## src/rtl/fetch_unit_pkg.sv

```systemverilog
// Shared definitions for the fetch stage and its consumers (instruction FIFO, decode).
//   DefaultXlen    : default PC / instruction width
//   DefaultResetPc : default first fetch address after reset
//   fetch_pkt_t    : packet pushed into the instruction FIFO, {pc, instr}
//   fetch_state_e  : fetch FSM states
package fetch_unit_pkg;

  localparam int unsigned DefaultXlen = 32;
  localparam logic [DefaultXlen-1:0] DefaultResetPc = 32'h0000_0000;

  typedef struct packed {
    logic [DefaultXlen-1:0] pc;
    logic [DefaultXlen-1:0] instr;
  } fetch_pkt_t;

  typedef enum logic {
    StIdle,
    StRun
  } fetch_state_e;

endpackage

```

## src/rtl/fetch_unit.sv

```systemverilog
// Instruction fetch unit: issues sequential instruction-memory reads, pairs each returned word
// with its PC and pushes {pc, instr} into a downstream FIFO. A one-entry hold register absorbs
// the single in-flight packet when the FIFO is full; redirects flush everything outstanding.
//   clk, rst_n        : clock, asynchronous active-low reset
//   fetch_en          : permits new memory requests
//   redirect_valid/pc : one-cycle flush and restart at redirect_pc (low two bits ignored)
//   imem_req/addr     : memory read request (combinational), address = fetch PC
//   imem_rdata        : read data, returned one cycle after an accepted request
//   fifo_full         : downstream FIFO full
//   fifo_write_en     : FIFO push strobe (combinational)
//   fifo_write_data   : {pc, instr}
//   instr_count       : packets pushed since reset, wrapping
module fetch_unit
  import fetch_unit_pkg::*;
#(
  parameter int unsigned     XLEN     = DefaultXlen,
  parameter logic [XLEN-1:0] RESET_PC = XLEN'(DefaultResetPc)
) (
  input  logic              clk,
  input  logic              rst_n,
  input  logic              fetch_en,
  input  logic              redirect_valid,
  input  logic [XLEN-1:0]   redirect_pc,
  output logic              imem_req,
  output logic [XLEN-1:0]   imem_addr,
  input  logic [XLEN-1:0]   imem_rdata,
  input  logic              fifo_full,
  output logic              fifo_write_en,
  output logic [2*XLEN-1:0] fifo_write_data,
  output logic [31:0]       instr_count
);

  fetch_state_e    state_q, state_d;
  logic [XLEN-1:0] fetch_pc_q, fetch_pc_d;
  logic            inflight_valid_q, inflight_valid_d;
  logic [XLEN-1:0] inflight_pc_q, inflight_pc_d;
  logic            hold_valid_q, hold_valid_d;
  logic [XLEN-1:0] hold_pc_q, hold_pc_d;
  logic [XLEN-1:0] hold_instr_q, hold_instr_d;
  logic [31:0]     instr_count_q, instr_count_d;

  always_comb begin
    state_d = state_q;
    unique case (state_q)
      StIdle:  if (fetch_en) state_d = StRun;
      StRun:   if (!fetch_en) state_d = StIdle;
      default: state_d = StIdle;
    endcase
  end

  always_comb begin
    // A new request is only issued when the hold register is empty and the FIFO has room, so
    // at most one packet is ever outstanding and a single hold entry is enough.
    imem_req      = (state_q == StRun) && fetch_en && !redirect_valid && !hold_valid_q &&
                    !fifo_full;
    imem_addr     = fetch_pc_q;
    fifo_write_en = (hold_valid_q || inflight_valid_q) && !fifo_full && !redirect_valid;
    fifo_write_data = hold_valid_q ? {hold_pc_q, hold_instr_q} : {inflight_pc_q, imem_rdata};
    instr_count   = instr_count_q;

    fetch_pc_d = fetch_pc_q;
    if (redirect_valid) begin
      fetch_pc_d = {redirect_pc[XLEN-1:2], 2'b00};
    end else if (imem_req) begin
      fetch_pc_d = fetch_pc_q + XLEN'(4);
    end

    // Read data is only valid for one cycle, so the in-flight slot always empties after a cycle.
    inflight_valid_d = imem_req;
    inflight_pc_d    = imem_req ? fetch_pc_q : inflight_pc_q;

    hold_valid_d = hold_valid_q;
    hold_pc_d    = hold_pc_q;
    hold_instr_d = hold_instr_q;
    if (redirect_valid) begin
      hold_valid_d = 1'b0;
    end else if (inflight_valid_q && fifo_full) begin
      hold_valid_d = 1'b1;
      hold_pc_d    = inflight_pc_q;
      hold_instr_d = imem_rdata;
    end else if (hold_valid_q && fifo_write_en) begin
      hold_valid_d = 1'b0;
    end

    instr_count_d = instr_count_q + 32'(fifo_write_en);
  end

  always_ff @(posedge clk or negedge rst_n) begin
    if (!rst_n) begin
      state_q          <= StIdle;
      fetch_pc_q       <= RESET_PC;
      inflight_valid_q <= 1'b0;
      inflight_pc_q    <= '0;
      hold_valid_q     <= 1'b0;
      hold_pc_q        <= '0;
      hold_instr_q     <= '0;
      instr_count_q    <= '0;
    end else begin
      state_q          <= state_d;
      fetch_pc_q       <= fetch_pc_d;
      inflight_valid_q <= inflight_valid_d;
      inflight_pc_q    <= inflight_pc_d;
      hold_valid_q     <= hold_valid_d;
      hold_pc_q        <= hold_pc_d;
      hold_instr_q     <= hold_instr_d;
      instr_count_q    <= instr_count_d;
    end
  end

endmodule

```

## config.mk

```make
export PLATFORM = sky130hd
export DESIGN_NAME = fetch_unit
export DESIGN_NICKNAME = d
export VERILOG_FILES = /design/src/rtl/fetch_unit_pkg.sv /design/src/rtl/fetch_unit.sv
export SDC_FILE = /design/constraint.sdc
export NUM_CORES = 1
export LEC_CHECK = 0
export ABC_AREA = 1
export ABC_CLOCK_PERIOD_IN_PS = 3100
export BUFFER_PORTS_ARGS = -buffer_cell sky130_fd_sc_hd__buf_2
export CORE_ASPECT_RATIO = 0.8
export CORE_UTILIZATION = 52
export CTS_CLUSTER_SIZE = 20
export DETAILED_ROUTE_END_ITERATION = 12
export PLACE_DENSITY = 0.78
export SYNTH_ARGS = -nofsm -noshare
export SYNTH_HDL_FRONTEND = slang
export SYNTH_SLANG_ARGS = --single-unit
```

## constraint.sdc

```tcl
create_clock -name clk -period 3.1 [get_ports clk]
set_input_delay 0.155 -clock clk [delete_from_list [all_inputs] [get_ports clk]]
set_output_delay 0.155 -clock clk [all_outputs]
set_load 0.02 [all_outputs]
```

---- Word-level counts from Yosys, hierarchy flattened ----
Cells that the tools add are included.
word-level totals
  bits in registers ....................... 163
  bits of input ports ..................... 69
  output and inout bits ................... 130
operators by class
  reduce and logical (&&, ||, !) cells .... 15
  muxes and demuxes ....................... 7
  add/sub/neg operators ................... 2
  bitwise logic cells ..................... 1
operator list
  kind                                            number
  2-to-1 mux 32 bit                               2
  2-to-1 mux 64 bit                               1
  adder 32 x 1 -> 32 bit                          1
  adder 32 x 3 -> 32 bit (second input constant)  1
  logical AND 1 bit                               8
  2-to-1 mux 1 bit                                4
  zero test 1 bit                                 3
  nonzero test 3 bit                              1
  AND reduction 2 bit                             1
  nonzero test 2 bit                              1
  logical OR 1 bit                                1
  inverter 1 bit                                  1

---- Logic depth before layout (Yosys ltp) ----
  word-level depth ........................ 7
  depth in mapped cells ................... 13

---- Worst setup path before layout ----
Ideal clock, no wire load.
  kind .................................... register to register
  from .................................... reg hold_valid_q
  to ...................................... reg instr_count_q[30], in the netlist instr_count[30]
  path slack .............................. 0.609 ns
  clock period less this slack ............ 2.491 ns
  stages on the path, launching flop included .. 12
  data arrival time ....................... 2.373 ns
  data required time ...................... 2.983 ns
  path buffers ............................ 2
  cell sequence ........................... dfrtp_1 > buf_2 > buf_2 > nor2_1 > nor3_1 > ha_1 > ha_1 > nand3_2 > nor3_2 > nand2_1 > nand2_1 > nand2_1
on the way
  cells in the longest elaborated chain, start to end .. 4
ends and longest elaborated chain
  element                         RTL line           source
  from (decl)                     fetch_unit.sv:37   logic hold_valid_q, hold_valid_d;
  from (signal assigned)          fetch_unit.sv:103  hold_valid_q <= hold_valid_d;
  logical OR 1 bit                fetch_unit.sv:57   fifo_write_en = (hold_valid_q || inflight_valid_q) && !fifo_full && !redirect_valid;
  logical AND 1 bit (2 in a row)  fetch_unit.sv:57
  named net fifo_write_en         fetch_unit.sv:28   output logic fifo_write_en,
  adder 32 x 1 -> 32 bit          fetch_unit.sv:85   instr_count_d = instr_count_q + 32'(fifo_write_en);
  named net instr_count_d[30]     fetch_unit.sv:40   logic [31:0] instr_count_q, instr_count_d;
  to (signal assigned)            fetch_unit.sv:106  instr_count_q <= instr_count_d;
  to (decl)                       fetch_unit.sv:40
The timed path passes the listed nets, and every way through them passes these cells.
A chain may end at the register's enable or synchronous reset.

---- Worst setup path in the final report ----
  from .................................... reg hold_valid_q
  to ...................................... out fifo_write_data[17]
on the way
  cells in the longest elaborated chain, start to end .. 1
ends and longest elaborated chain
  element            RTL line          source
  2-to-1 mux 64 bit  fetch_unit.sv:58  fifo_write_data = hold_valid_q ? {hold_pc_q, hold_instr_q} : {inflight_pc_q, imem_rdata};
  to (decl)          fetch_unit.sv:29  output logic [2*XLEN-1:0] fifo_write_data,
Every way passes these cells.

==> impl.org <==
** Status
- The run finished with clean final reports.

** Pwr
- The design draws 5600 uW.
- Sequential share of power :: 45.6%
- Internal Dissipation :: 3910 uW
- Power per cell area :: 561 nW/um^2
- The clock network burns 35.9% of the power.
- IR drop worst, VDD :: 421 uV
- Net switching is 30.2% of the power.
- Per report_power, the combinational group accounts for 18.5% of the total.
- Summed over all nets, the switching power comes to 1690 uW.
- The analysis attributes to cell leakage a power of 0.00495 uW.

** Worst setup path
- The critical path is of the flop to primary output type.
- Register-to-Register Path Depth :: 9
- Among all stages on the critical path, the largest delay is contributed by sky130_fd_sc_hd__buf_4.
- Along the worst path, the maximum fanout reaches 112.
- Critical path cell sequence :: buf_4, o21ai_0, buf_2
- Category of the worst setup path capture point :: primary output
- The worst setup path is launched from a flop.
- The largest single stage delay on the critical path is 0.70 ns.
- Data arrival, critical path :: 2.30 ns
- CP Data Required Time :: 2.94 ns

** Logic synthesis
- #FFs+latches synth :: 157
- Counting flops with an async set or reset pin after synthesis yields a share of 100%.
- EDFF count, synth :: 0
- Biggest area contributors in the synthesized netlist :: sky130_fd_sc_hd__dfrtp_1 (49%), sky130_fd_sc_hd__nand2_1 (15%), sky130_fd_sc_hd__o21ai_0 (9.6%)
- Most area-hungry cell type in the Yosys netlist :: sky130_fd_sc_hd__dfrtp_1
- In the synthesized netlist the dominant register cell turns out to be sky130_fd_sc_hd__dfrtp_1.
- After synthesis the cells add up to 8040 um^2.
- The synthesized design devotes to its leading area cell type 48.9% of total area.
- Yosys synthesis warning count :: 0
- Dividing the synthesized area by the synthesized cell count gives 7.61 um^2.
- After synthesis, flip-flops and latches occupy 48.9% of the total area.
- Synth Instances :: 1056
- Number of distinct library cells after synthesis :: 31

** Final layout
- Fill cells in the final layout number 1261.
- The top cell types in the final layout, fill and taps aside, are sky130_fd_sc_hd__nand2_1 (322), sky130_fd_sc_hd__buf_2 (191), sky130_fd_sc_hd__dfrtp_1 (156), sky130_fd_sc_hd__o21ai_0 (154), sky130_fd_sc_hd__inv_1 (113).
- Number of nets at the end of the flow :: 1333
- Leaving out fill and tap cells, the most frequent cell in the layout is sky130_fd_sc_hd__nand2_1.
- The area growth from synthesis to layout is 24.2%.
- Number of diodes :: 0
- The post-route netlist has 20.3% of its cells at a drive strength greater than 1.

** Floorplan
- Measured along the y axis, the die boundary spans 113 um.
- Initial core utilization :: 53.4%
- The die covers 16000 um^2.
- The floorplan has 40 rows.
- Ports :: 199
- Core region area :: 15100 um^2
- Width of the die :: 141 um

** STA
- Fmax :: 407 MHz
- On the final layout, the worst clock skew is 0.00723 ns.
- Worst slew pin tran :: 1.03 ns
- Final critical-path required period :: 2.45 ns
- Setup repair after global routing missed its margin :: false
- Pins Over Slew Limit :: 0
- After layout, the worst path uses 79.2% of the clock period.
- The count of endpoints failing hold in the final timing report came to 0.
- Setup violations remaining at the end of the flow were counted as 0.
- Total negative slack for setup checks :: 0 ns
- Measured against its own limit, the worst slew margin works out to 31.0%.

** Min path
- The worst hold path passes through 3 cells.
- The path class of the tightest hold or removal check is primary input to flop.

** Route
- Dividing the detail-routed via count by the number of cells gives 5.10.
- Vias post-DR :: 7568
- Count of antenna-violating nets left after detailed routing :: 0
- In the final routed layout, each cell accounts on average for 14.2 um.
- Routed wire length :: 21.0 mm
- After the first detailed-routing iteration, the DRC count stood at 723.
- DRC errors left :: 0
- The first detailed-routing pass ran for 5 iterations.

** Clocking
- TritonCTS built the clock tree.
- The H-tree generated during clock tree synthesis spans 4 levels.
- CTS Root Cell :: sky130_fd_sc_hd__clkbuf_16
- Clock-pin slew of the registers on the worst-case setup and hold paths :: 0.06 ns
- The clock drives 157 sinks.
- Hold buffer count at cts :: 30
- Post-CTS repair changed the size of 0 cells.
- Clock latency on the worst-skew pair :: 0.41 ns
- Buffers inserted by post-CTS timing repair :: 0
- Clock buffer count from CTS :: 17
- The clock passes through at most 2 buffers.

** Placed design
- Final weighted congestion in routability-driven placement :: 0.912
- Number of port buffers :: 192
- Half-perimeter wire length after placement :: 14.7 mm

** GRT
- Pin count of the biggest net entering global routing :: 125
- Total global-route track usage :: 27.7%
- The via count of the first global-routing pass was 6836.
- Summed over all layers, the global routing overflow is 0.
- The first global-routing pass estimated 34.3 mm of wire.
- The initial antenna violation count was 0.

** Run
- Number of max-capacitance violations reported :: 0
==> synthesized netlist by cell type, types with 8 or more instances <==
cell / count
sky130_fd_sc_hd__a22oi_1: 17
sky130_fd_sc_hd__nor2_1: 89
sky130_fd_sc_hd__xor2_1: 17
sky130_fd_sc_hd__clkbuf_1: 20
sky130_fd_sc_hd__nand2_1: 322
sky130_fd_sc_hd__buf_2: 19
sky130_fd_sc_hd__nand3_1: 52
sky130_fd_sc_hd__nor3_1: 13
sky130_fd_sc_hd__o21ai_1: 8
sky130_fd_sc_hd__dfrtp_1: 157
sky130_fd_sc_hd__inv_1: 113
sky130_fd_sc_hd__a21oi_1: 16
sky130_fd_sc_hd__o21ai_0: 154
==> critical path, delay by kind of cell, from the launching register on <==
kind | cells | cell delay, ns
AO/OA/AOI/OAI | 1 | 0.32
buffers and inverters | 2 | 0.94
flip-flops | 1 | 0.53
==> kinds of logic (layout without fill, tap and decap cells) <==
family,count (synthesis),after routing,share of synthesized area [%]
and+or+nand+nor,512,512,27.0
adders and majority gates,3,3,0.467
AOI/OAI and AO/OA,199,199,13.0
buffers and inverters,163,377,8.33
DFF,157,157,48.9
xor gates and xnor gates,21,21,2.29
other,1,4,0.0466
==> flip-flops by register name, indices dropped and copies added, names as in the netlist <==
register	flops
hold_valid_q	1
hold_instr_q	32
imem_addr	30
instr_count	32
inflight_valid_q	1
inflight_pc_q	30
hold_pc_q	30
state_q	1
==> stage by stage <==
step           instances  instance area, um^2  worst slack, ns  utilization (%)  hold slack, ns
2_1_floorplan       1059                 8050            0.609                -          -0.141
3_3_place_gp        1422                 9120            0.841             60.6           0.258
3_5_place_dp        1422                 9120            0.752             60.6           0.261
4_1_cts             1483                 9990            0.675             66.3         0.00401
5_1_grt             1483                 9990            0.517             66.3          0.0117
6_report            1483                 9990            0.645             66.3          0.0219
==> power groups by stage <==
| stage | Clock [uW] | Sequential (uW) | Combinational (uW) |
|---|---|---|---|
| after floorplan | 0 | 2600 | 575 |
| after global placement | 0 | 2570 | 985 |
| after detailed placement | 0 | 2580 | 1010 |
| after CTS | 2050 | 2550 | 1050 |
| after global routing | 2150 | 2590 | 1160 |
| final | 2010 | 2550 | 1040 |
==> layer usage <==
metal  GRT usage (%)  routed length (um)  up-vias
met3            6.26                1830       14
met4            6.30                 145        0
li1                -                   -     3763
met2            41.8                9340      342
met1            40.7                9680     3449
met5               0                   0        -
==> area by class of cell <==
| cell class | instances | area [um^2] | share of cell area [%] |
|---|---|---|---|
| sequential | 157 | 3930 | 39.4 |
| multi-input combinational | 739 | 3460 | 34.7 |
| timing repair buffer | 231 | 1340 | 13.4 |
| clock buffer | 20 | 447 | 4.47 |
| inverter | 115 | 432 | 4.32 |
| tap | 210 | 263 | 2.63 |
| clock inverter | 11 | 118 | 1.18 |
==> path summary, 6_finish.rpt <==
check / startpoint / to / slack [ns]
max: hold_valid_q / fifo_write_data[17] / 0.65
min: imem_rdata[25] / hold_instr_q[25] / 0.02
max reg2reg: hold_valid_q / instr_count[16] / 0.72
min reg2reg: inflight_pc_q[8] / inflight_pc_q[8] / 0.48
max in group asynchronous: rst_n / imem_addr[21] / 1.88
min in group asynchronous: rst_n / hold_instr_q[13] / 0.37
Power figures use the tool's default switching activity.
